==> src/rtl/instr_ram_arb_pkg.sv <==
// rtl/instr_ram_arb_pkg.sv - shared types for the instruction RAM arbiter
//
// Purpose: response-owner encoding and the request record muxed onto the
// RAM port. The record is sized by the package widths; the top checks at
// elaboration that its own widths match them.
package instr_ram_arb_pkg;

  localparam int ARB_ADDR_WIDTH = 16;
  localparam int ARB_DATA_WIDTH = 32;
  localparam int ARB_BE_WIDTH   = ARB_DATA_WIDTH / 8;

  // Which requester the in-flight RAM access belongs to.
  typedef enum logic {
    OWNER_FETCH  = 1'b0,
    OWNER_LOADER = 1'b1
  } owner_e;

  // One RAM access as presented to the wrapper.
  typedef struct packed {
    logic [ARB_ADDR_WIDTH-1:0] addr;
    logic                      we;
    logic [ARB_BE_WIDTH-1:0]   be;
    logic [ARB_DATA_WIDTH-1:0] wdata;
  } req_t;

  // The fetch port is read-only: full-word read, no write data.
  function automatic req_t fetch_req(input logic [ARB_ADDR_WIDTH-1:0] addr);
    req_t r;
    r.addr  = addr;
    r.we    = 1'b0;
    r.be    = '1;
    r.wdata = '0;
    return r;
  endfunction

endpackage

==> src/rtl/instr_ram_arb_resp.sv <==
// rtl/instr_ram_arb_resp.sv - response register and read-data demux
//
// Purpose: the RAM answers exactly one cycle after an enabled access, so a
// single valid/owner register is enough to steer each response back to the
// port that issued it.
// Ports:
//   clk, rst           clock, async active-high reset
//   ram_en             an access is issued this cycle
//   owner              1 when the access belongs to the loader port
//   ram_rdata          RAM read data (refers to last cycle's access)
//   m0_rvalid/m0_rdata fetch response
//   m1_rvalid/m1_rdata loader response
module instr_ram_arb_resp
  import instr_ram_arb_pkg::*;
#(
  parameter int DATA_WIDTH = 32
) (
  input  logic                  clk,
  input  logic                  rst,
  input  logic                  ram_en,
  input  logic                  owner,
  input  logic [DATA_WIDTH-1:0] ram_rdata,
  output logic                  m0_rvalid,
  output logic [DATA_WIDTH-1:0] m0_rdata,
  output logic                  m1_rvalid,
  output logic [DATA_WIDTH-1:0] m1_rdata
);

  logic   valid_q;
  owner_e owner_q;

  // Reset drops any response still in flight; nothing is emitted afterwards.
  always_ff @(posedge clk or posedge rst) begin
    if (rst) begin
      valid_q <= 1'b0;
      owner_q <= OWNER_FETCH;
    end else begin
      valid_q <= ram_en;
      owner_q <= owner ? OWNER_LOADER : OWNER_FETCH;
    end
  end

  assign m0_rvalid = valid_q & (owner_q == OWNER_FETCH);
  assign m1_rvalid = valid_q & (owner_q == OWNER_LOADER);

  // Data is zeroed on the port that does not own the response.
  assign m0_rdata = m0_rvalid ? ram_rdata : '0;
  assign m1_rdata = m1_rvalid ? ram_rdata : '0;

endmodule

==> src/rtl/instr_ram_arbiter.sv <==
// rtl/instr_ram_arbiter.sv - fetch/loader arbiter for the instruction RAM
//
// Purpose: shares the single-port instruction RAM wrapper between the core
// fetch port (m0, fixed priority) and the loader/debug port (m1). m1 is
// forced through after MAX_WAIT consecutive lost cycles, and m1_lock_i
// shuts m0 out completely during program download.
// Ports:
//   clk, rst                 clock, async active-high reset
//   m0_req_i/m0_addr_i       fetch request (read only)
//   m0_gnt_o                 fetch grant, same cycle
//   m0_rvalid_o/m0_rdata_o   fetch response, one cycle after grant
//   m1_req_i/addr/we/be/wdata loader request
//   m1_lock_i                loader lock, blocks every fetch grant
//   m1_gnt_o                 loader grant, same cycle
//   m1_rvalid_o/m1_rdata_o   loader response (reads and writes)
//   ram_*                    RAM wrapper port, 1-cycle read latency
module instr_ram_arbiter
  import instr_ram_arb_pkg::*;
#(
  parameter int ADDR_WIDTH = 16,
  parameter int DATA_WIDTH = 32,
  parameter int MAX_WAIT   = 4,
  parameter int CNT_WIDTH  = 3
) (
  input  logic                    clk,
  input  logic                    rst,
  input  logic                    m0_req_i,
  output logic                    m0_gnt_o,
  input  logic [ADDR_WIDTH-1:0]   m0_addr_i,
  output logic                    m0_rvalid_o,
  output logic [DATA_WIDTH-1:0]   m0_rdata_o,
  input  logic                    m1_req_i,
  output logic                    m1_gnt_o,
  input  logic [ADDR_WIDTH-1:0]   m1_addr_i,
  input  logic                    m1_we_i,
  input  logic [DATA_WIDTH/8-1:0] m1_be_i,
  input  logic [DATA_WIDTH-1:0]   m1_wdata_i,
  input  logic                    m1_lock_i,
  output logic                    m1_rvalid_o,
  output logic [DATA_WIDTH-1:0]   m1_rdata_o,
  output logic                    ram_en_o,
  output logic [ADDR_WIDTH-1:0]   ram_addr_o,
  output logic                    ram_we_o,
  output logic [DATA_WIDTH/8-1:0] ram_be_o,
  output logic [DATA_WIDTH-1:0]   ram_wdata_o,
  input  logic [DATA_WIDTH-1:0]   ram_rdata_i
);

  localparam logic [CNT_WIDTH-1:0] MAX_WAIT_C = CNT_WIDTH'(MAX_WAIT);

  generate
    if (ADDR_WIDTH != ARB_ADDR_WIDTH || DATA_WIDTH != ARB_DATA_WIDTH) begin : g_width_check
      $error("instr_ram_arbiter widths must match instr_ram_arb_pkg");
    end
    if (MAX_WAIT < 0 || MAX_WAIT > (2**CNT_WIDTH) - 1) begin : g_cnt_check
      $error("instr_ram_arbiter CNT_WIDTH cannot hold MAX_WAIT");
    end
  endgenerate

  logic [CNT_WIDTH-1:0] wait_cnt;
  logic                 force1;
  logic                 gnt0;
  logic                 gnt1;
  req_t                 req0;
  req_t                 req1;
  req_t                 ram_req;

  // m1 wins outright when it holds the lock or has starved long enough.
  // With MAX_WAIT=0 the compare is always true, giving m1 strict priority.
  assign force1 = m1_req_i & (m1_lock_i | (wait_cnt >= MAX_WAIT_C));

  // Grants are masked by rst so nothing reaches the RAM while in reset,
  // even though the grant path itself is purely combinational.
  assign gnt1 = ~rst & m1_req_i & (force1 | ~m0_req_i);
  assign gnt0 = ~rst & m0_req_i & ~m1_lock_i & ~gnt1;

  assign m0_gnt_o = gnt0;
  assign m1_gnt_o = gnt1;

  // Consecutive cycles m1 asked and lost; any grant or idle cycle restarts it.
  always_ff @(posedge clk or posedge rst) begin
    if (rst) begin
      wait_cnt <= '0;
    end else if (!m1_req_i || gnt1) begin
      wait_cnt <= '0;
    end else if (wait_cnt != '1) begin
      wait_cnt <= wait_cnt + 1'b1;
    end
  end

  always_comb begin
    req1       = '0;
    req1.addr  = m1_addr_i;
    req1.we    = m1_we_i;
    req1.be    = m1_be_i;
    req1.wdata = m1_wdata_i;
  end

  assign req0 = fetch_req(m0_addr_i);

  // Idle cycles present the fetch request with ram_en_o low.
  assign ram_req = gnt1 ? req1 : req0;

  assign ram_en_o    = gnt0 | gnt1;
  assign ram_addr_o  = ram_req.addr;
  assign ram_we_o    = ram_req.we;
  assign ram_be_o    = ram_req.be;
  assign ram_wdata_o = ram_req.wdata;

  instr_ram_arb_resp #(
    .DATA_WIDTH(DATA_WIDTH)
  ) u_resp (
    .clk       (clk),
    .rst       (rst),
    .ram_en    (ram_en_o),
    .owner     (gnt1),
    .ram_rdata (ram_rdata_i),
    .m0_rvalid (m0_rvalid_o),
    .m0_rdata  (m0_rdata_o),
    .m1_rvalid (m1_rvalid_o),
    .m1_rdata  (m1_rdata_o)
  );

endmodule

==> config.mk <==
export PLATFORM = sky130hd
export DESIGN_NAME = instr_ram_arbiter
export DESIGN_NICKNAME = d
export VERILOG_FILES = /design/src/rtl/instr_ram_arb_pkg.sv /design/src/rtl/instr_ram_arb_resp.sv /design/src/rtl/instr_ram_arbiter.sv
export SDC_FILE = /design/constraint.sdc
export NUM_CORES = 1
export LEC_CHECK = 0
export ABC_CLOCK_PERIOD_IN_PS = 2800
export BUFFER_PORTS_ARGS = -buffer_cell sky130_fd_sc_hd__buf_4
export CORE_AREA = 2 2 88 90
export DETAILED_ROUTE_END_ITERATION = 12
export DIE_AREA = 0 0 90 92
export SLEW_MARGIN = 20
export SYNTH_ARGS = -nofsm -noshare
export SYNTH_HDL_FRONTEND = slang
export SYNTH_HIERARCHICAL = 1
export SYNTH_SLANG_ARGS = --single-unit
==> constraint.sdc <==
create_clock -name clk -period 2.8 [get_ports clk]
set_input_delay 0.14 -clock clk [delete_from_list [all_inputs] [get_ports clk]]
set_output_delay 0.14 -clock clk [all_outputs]
set_load 0.01 [all_outputs]
==> results of run 1 <==
==> what timing repair did <==
item / CTS / global route
gates resized for setup: 0 / 0
hold endpoints to repair: 5 / 0
endpoints found under the setup margin: 0 / 0
hold buffers: 1 / 0
==> layout by cell type (no fill, tap or decap), drive strengths merged <==
master,instances
xor2,1
clkbuf,4
and3b,32
dlygate4sd3,1
nor4b,1
nor3b,2
and3,32
buf,230
nand2b,4
and2,34
a21oi,1
mux2i,2
nor2,4
o21ai,1
mux2,16
dfrtp,5
inv,3
nor2b,1
ha,2
==> power by group <==
part / leakage, uW / internal, uW / switching [uW]
clock network: 0.0000228 / 97.7 / 34.6
registers: 0.0000663 / 76.5 / 1.84
logic: 0.00179 / 232 / 149
==> cell type report <==
cell class              count  area, sq um
clock buffers               4         45.0
fillers                   779         4380
inverters                   3         11.3
multi-input cells         133         1020
flip-flops and latches      5          125
well taps                 102          128
repair buffers            231         1740
==> through the flow <==
stage / hold WS, ns / worst slack [ns] / cells / total power [uW] / instance area (sq um)
floorplan: -0.119 / 1.30 / 160 / 239 / 1320
global placement: 0.0458 / 1.10 / 473 / 460 / 3010
detailed placement: 0.0513 / 1.06 / 473 / 463 / 3010
CTS: 0.250 / 0.632 / 478 / 600 / 3070
global route: 0.286 / 0.530 / 478 / 633 / 3070
finish: 0.254 / 0.629 / 478 / 592 / 3070
==> registers in the layout, indices dropped and copies added, names as in the netlist <==
signal / flops
u_resp/valid_q: 1
u_resp/owner_q: 1
wait_cnt: 3
==> cells by family (layout without fill, tap and decap cells) <==
| kind of cell | after synthesis | count (layout) | share of synthesized area (%) |
|---|---|---|---|
| AOI/OAI and AO/OA | 2 | 2 | 0.755 |
| xor gates and xnor gates | 1 | 1 | 0.662 |
| adders and majority gates | 2 | 2 | 1.89 |
| buffers and inverters | 22 | 238 | 13.2 |
| DFF | 5 | 5 | 9.45 |
| muxes | 18 | 18 | 15.1 |
| and+or+nand+nor | 110 | 110 | 58.9 |
==> how the worst max path moves through the flow <==
| stage | end | depth (start not counted) |
|---|---|---|
| after floorplan | ram_addr_o[0] | 4 |
| after global placement | ram_addr_o[9] | 5 |
| after detailed placement | ram_addr_o[15] | 5 |
| after CTS | ram_addr_o[15] | 6 |
| after global routing | ram_addr_o[8] | 6 |
| final | ram_addr_o[15] | 6 |
==> routing by layer <==
layer  share of wire, %  up-vias  GRT usage (%)
met4                2.9        0           5.64
li1                   -      982              -
met5                  0        -              0
met3                 14       14           7.07
met1                 33      822           14.6
met2                 49      144           26.8
==> critical path: stages <==
cell                            delay, ns
sky130_fd_sc_hd__dlygate4sd3_1       0.55
sky130_fd_sc_hd__buf_4               0.17
sky130_fd_sc_hd__nor3b_4             0.18
sky130_fd_sc_hd__buf_4               0.44
sky130_fd_sc_hd__mux2_2              0.40
sky130_fd_sc_hd__buf_4               0.14
==> qor.log, run 1 <==
[min_path] hold path start m1_req_i
[final_layout] Post-layout nets 485
[critical_path] Worst R2R Start wait_cnt[2]
[yosys] number of instances in the synthesized netlist 160
[yosys] synthesized area per cell 8.27 sq um
[detailed_routing] DRC 0
[sta] final setup violation count 0
[global_route] global-route usage over all layers 14.8%
[sta] slew at the pin closest to its max-slew limit 0.469 ns
[critical_path] Crit Path Class in -> out
[yosys] syn nets 268
[cts] latest clock arrival within the worst-skew pair 0.22 ns
[min_path] Worst Hold Endpoint u_resp/valid_q
[critical_path] Worst Path Required 2.66 ns
[detailed_routing] Avg WL per Cell 13.8 um
[sta] final worst clock skew 0.00148 ns
[detailed_routing] Vias/cell 4.10
[sta] Slew HR 68.7%
[detailed_routing] vias after detailed routing 1962
[yosys] commonest cells in the synthesized netlist sky130_fd_sc_hd__and2_1, sky130_fd_sc_hd__and3_1, sky130_fd_sc_hd__and3b_1, sky130_fd_sc_hd__mux2_2, sky130_fd_sc_hd__buf_6
[final_layout] final design utilization 41.2%
[sta] endpoints failing hold 0
[critical_path] Worst Path Arrival 2.03 ns
[power] highest ir drop seen on vdd 0.0000962 V
[final_layout] layout overhead on the synthesized area 132%
[power] Leak Pwr 0.00188 uW
[floorplanning] Floorplan Core Area 0.00745 sq mm
[sta] Final Cycle Share 77.6%
[cts] CTS clock-pin slew for the worst setup and hold paths 0.03 ns
[detailed_routing] number of nets still failing antenna checks after routing 0
[yosys] number of distinct standard cells referenced by the synthesized netlist 22
[min_path] instance count along the most critical hold path 3
[yosys] Primary FF master, synth sky130_fd_sc_hd__dfrtp_1
[detailed_routing] routed wire length 6.61 mm
[cts] setup bufs post-CTS 0
[floorplanning] Starting Density 17.8%
[global_route] number of antenna violations at the first check in global routing 0
[yosys] cell with the most instances after synthesis sky130_fd_sc_hd__and2_1
[sta] maximum frequency from static timing analysis 461 MHz
[critical_path] CP startpoint kind input pin
[final_layout] Ant. Diodes 0
[floorplanning] die outline width 90 um
[cts] TritonCTS sink count 5
[yosys] area fraction of the dominant cell type after synthesis 21.2%
[yosys] Cell Area, Synth 0.00132 sq mm
[floorplanning] io pins 228
[global_route] maximum number of pins on one net before global-route repair 67
[critical_path] CP Capture Type output pin
[global_route] first-pass GRT wire length 9.94 mm
[yosys] asr flop ratio synth 100%
[global_route] via count of the first global-routing pass 1898
[floorplanning] die area 0.00828 sq mm
[run] maxcap violations 0
[critical_path] worst r2r path cells 3
[min_path] class of the most critical hold timing path in -> reg
[yosys] sequential cell area fraction in the yosys report 9.45%
[placed_design] number of buffer cells added on primary ports 227
[yosys] count of state elements after synthesis 5
[yosys] Post-synth EDFFs 0
[critical_path] FF-to-FF End u_resp/owner_q
[sta] final sum of negative setup slack 0 ns
[cts] Root Buffer Master sky130_fd_sc_hd__clkbuf_8
[floorplanning] Row Count 32
[run_status] result of the run completed
[placed_design] DP HPWL 5.66 mm
[power] power per standard cell area 193 mW/mm^2
[sta] Slew Viols, Final 0
[yosys] number of warnings reported in the yosys synthesis log 6
[cts] CTS tree built
[critical_path] crit path from rst
[cts] number of buffers created by CTS 3
[critical_path] CP Max Fanout 56
[detailed_routing] first drt pass iteration count 4
[yosys] top cell type by total area after synthesis sky130_fd_sc_hd__and3b_1
[sta] fin crit period 2.17 ns
[sta] unrepaired setup endpoints after global routing no
[placed_design] gpl congestion 0.829
[yosys] Synth area leaders sky130_fd_sc_hd__and3b_1, sky130_fd_sc_hd__and2_1, sky130_fd_sc_hd__and3_1, sky130_fd_sc_hd__mux2_2, sky130_fd_sc_hd__dfrtp_1
[detailed_routing] number of DRC violations after detailed-routing iteration 0 28
[cts] deepest level of the CTS H-tree 1
[floorplanning] die height 92 um
[global_route] total overflow reported by the global router 0
[cts] maximum buffer depth of the clock tree 2
[final_layout] fraction of layout cells with a size suffix above 1 66.5%
[critical_path] Reg2Reg Setup Slack 1.58 ns
Note: power is estimated with default switching activity, not from simulation.
==> inputs of run 2 (changes only) <==
ABC_CLOCK_PERIOD_IN_PS = 2300   (was 2800)
clock period = 2.3 ns   (was 2.8 ns; I/O delays follow)
==> run 2 against run 1 <==
Net effect:
- non-clock buffer count is 1 higher
- core utilization is 0.10 points higher
- sequential power is 22% higher
- flip-flop and latch count stayed put
- cell count is 0.21% higher
- clock power is 23% higher
- largest power group unchanged
==> qor.log, run 2 (synthesis gave the netlist of run 1 again) <==
[final_layout] most used cells in the layout excluding fill and tap cells sky130_fd_sc_hd__buf_4, sky130_fd_sc_hd__and2_1, sky130_fd_sc_hd__and3_1, sky130_fd_sc_hd__and3b_1, sky130_fd_sc_hd__mux2_2 [unchanged]
[global_route] maximum number of pins on one net before global-route repair 67 [unchanged]
[critical_path] Worst R2R Start wait_cnt[0] [was wait_cnt[2]]
[global_route] GR met2 Demand/Resource 27.9% [was 26.8%]
[sta] slew at the pin closest to its max-slew limit 0.445 ns [was 0.469 ns]
[sta] Slew HR 70.3% [was 68.7%]
[final_layout] register name with the most flops wait_cnt [unchanged]
[run_status] result of the run completed [unchanged]
[sta] final sum of negative setup slack 0 ns [unchanged]
[run] maxcap violations 0 [unchanged]
[final_layout] fraction of layout cells with a size suffix above 1 66.6% [was 66.5%]
[sta] Final Cycle Share 89.3%
[detailed_routing] DRC 0 [unchanged]
[detailed_routing] number of nets still failing antenna checks after routing 0 [unchanged]
[detailed_routing] Avg WL per Cell 13.6 um [was 13.8 um]
[global_route] met1 Usage GRT 14.8% [was 14.6%]
[floorplanning] die area 0.00828 sq mm [unchanged]
[critical_path] CP startpoint kind input pin [unchanged]
[min_path] class of the most critical hold timing path in -> reg [unchanged]
[final_layout] layout overhead on the synthesized area 132% [about the same]
[cts] CTS clock-pin slew for the worst setup and hold paths 0.03 ns [about the same]
[critical_path] Crit Path Class in -> out [unchanged]
[sta] unrepaired setup endpoints after global routing no [unchanged]
[power] Leak Pwr 0.00189 uW [was 0.00188 uW]
[cts] CTS tree built [unchanged]
[global_route] via count of the first global-routing pass 1918 [was 1898]
[floorplanning] Starting Density 17.8% [unchanged]
[final_layout] sequential standard cell area 125 sq um [unchanged]
[final_layout] Ant. Diodes 0 [unchanged]
[detailed_routing] Vias/cell 4.14 [was 4.10]
[critical_path] Critical path buffers and inverters 4 [unchanged]
[floorplanning] Row Count 32 [unchanged]
[detailed_routing] number of DRC violations after detailed-routing iteration 0 33 [was 28]
[critical_path] most frequent cell on the critical path sky130_fd_sc_hd__buf_4 [unchanged]
[sta] endpoints failing hold 0 [unchanged]
[detailed_routing] vias after detailed routing 1985 [was 1962]
[final_layout] max FFs per register 3 [unchanged]
[critical_path] Largest stage delay, worst path 0.54 ns [was 0.55 ns]
[min_path] hold path start m1_req_i [unchanged]
[sta] final setup violation count 0 [unchanged]
[critical_path] crit path cell chain dlygate4sd3_1 -> buf_4 -> nor3b_4 -> buf_4 -> mux2_2 -> buf_4 [unchanged]
[placed_design] cell area after placement 0.00302 sq mm [was 0.00301 sq mm]
[detailed_routing] first drt pass iteration count 3 [was 4]
[cts] setup bufs post-CTS 0 [unchanged]
[floorplanning] Floorplan Core Area 0.00745 sq mm [unchanged]
[cts] post-cts repair resize count 0 [unchanged]
[power] power per standard cell area 235 mW/mm^2 [was 193 mW/mm^2]
[cts] TritonCTS sink count 5 [unchanged]
[critical_path] Reg2Reg Setup Slack 1.13 ns [was 1.58 ns]
[global_route] global-route usage over all layers 14.6% [was 14.8%]
[min_path] instance count along the most critical hold path 3 [unchanged]
[detailed_routing] routed wire length 6.50 mm [was 6.61 mm]
[cts] number of buffers created by CTS 3 [unchanged]
[final_layout] Post-layout nets 486 [was 485]
[global_route] first-pass GRT wire length 9.87 mm [was 9.94 mm]
[cts] Root Buffer Master sky130_fd_sc_hd__clkbuf_8 [unchanged]
[critical_path] Worst Path Required 2.18 ns [was 2.66 ns]
[min_path] Worst Hold Endpoint u_resp/valid_q [unchanged]
[floorplanning] io pins 228 [unchanged]
[critical_path] CP Capture Type output pin [unchanged]
[sta] final worst clock skew 0.00153 ns [was 0.00148 ns]
[placed_design] gpl congestion 0.844 [was 0.829]
[global_route] met3 Resource Use GR 5.34% [was 7.07%]
[power] highest ir drop seen on vdd 0.000100 V [was 0.0000962 V]
[global_route] total overflow reported by the global router 0 [unchanged]
[cts] maximum buffer depth of the clock tree 2 [unchanged]
[global_route] busiest layer in global routing met2 [unchanged]
[placed_design] DP HPWL 5.65 mm [was 5.66 mm]
[floorplanning] die height 92 um [unchanged]
[final_layout] area of all placed cells without fillers 0.00308 sq mm [was 0.00307 sq mm]
[cts] hold buffer count at CTS 1 [unchanged]
[sta] maximum frequency from static timing analysis 487 MHz
[critical_path] cell class contributing the biggest share of worst-path delay buffers and inverters [unchanged]
[final_layout] Top Registers wait_cnt (3), u_resp/owner_q (1), u_resp/valid_q (1) [unchanged]
[sta] Slew Viols, Final 0 [unchanged]
[critical_path] worst r2r path cells 4 [was 3]
[global_route] number of antenna violations at the first check in global routing 0 [unchanged]
[critical_path] Worst Path Arrival 1.94 ns [was 2.03 ns]
[final_layout] area of combinational cells with multiple inputs 0.00102 sq mm [unchanged]
[final_layout] most common library cell in the layout ignoring fill and taps sky130_fd_sc_hd__buf_4 [unchanged]
[critical_path] critical path depth 6 [unchanged]
[placed_design] number of buffer cells added on primary ports 227 [unchanged]
[floorplanning] die outline width 90 um [unchanged]
[sta] fin crit period 2.05 ns
[critical_path] cell with the largest stage delay on the worst path sky130_fd_sc_hd__dlygate4sd3_1 [unchanged]
[critical_path] CP Max Fanout 42 [was 56]
[final_layout] fill cell instance count of the final layout 775 [was 779]
[cts] latest clock arrival within the worst-skew pair 0.22 ns [about the same]
[cts] deepest level of the CTS H-tree 1 [unchanged]
[critical_path] FF-to-FF End wait_cnt[2] [was u_resp/owner_q]
==> run 2: where the power goes <==
part | leakage, uW | switching (uW) | total [uW] | internal, uW
combinational | 0.00180 | 183 | 467 | 284
clock | 0.0000228 | 43.1 | 162 | 119
sequential | 0.0000663 | 2.26 | 95.3 | 93.1
==> run 2: worst max-delay path by stage <==
stage / start / to / slack, ns
3_3_place_gp: wait_cnt[2] / ram_addr_o[5] / 0.70
3_5_place_dp: wait_cnt[2] / ram_addr_o[5] / 0.64
6_report: rst / ram_addr_o[5] / 0.25
5_1_grt: rst / ram_addr_o[5] / 0.16
2_1_floorplan: wait_cnt[2] / ram_addr_o[0] / 0.83
4_1_cts: rst / ram_addr_o[5] / 0.24
==> run 2: worst reg2reg max path, cell delays in order (launching register included) <==
cell                      delay (ns)
sky130_fd_sc_hd__dfrtp_1        0.38
sky130_fd_sc_hd__ha_1           0.21
sky130_fd_sc_hd__ha_1           0.24
sky130_fd_sc_hd__mux2i_1        0.16
sky130_fd_sc_hd__nor2_1         0.05
==> run 2: metal layers <==
metal,part of all wire [%],wire (um)
met1,34,2220
met3,13,813
met4,1.5,95
met2,52,3370
met5,0,0
==> run 2: area by class of cell <==
cell class	count	share of cell area, %
inverters	3	0.366
well taps	102	4.15
clock buffers	4	1.46
multi-input cells	133	33.3
flip-flops and latches	5	4.07
repair buffers	232	56.7
==> run 2: through the flow <==
step / power, uW / util [%] / hold WS [ns] / worst slack, ns / cells
3_3_place_gp: 563 / 40.6 / 0.0219 / 0.699 / 474
3_5_place_dp: 567 / 40.6 / 0.0253 / 0.643 / 474
2_1_floorplan: 290 / - / -0.144 / 0.829 / 160
4_1_cts: 736 / 41.3 / 0.235 / 0.243 / 479
5_1_grt: 777 / 41.3 / 0.249 / 0.165 / 479
6_report: 724 / 41.3 / 0.227 / 0.245 / 479
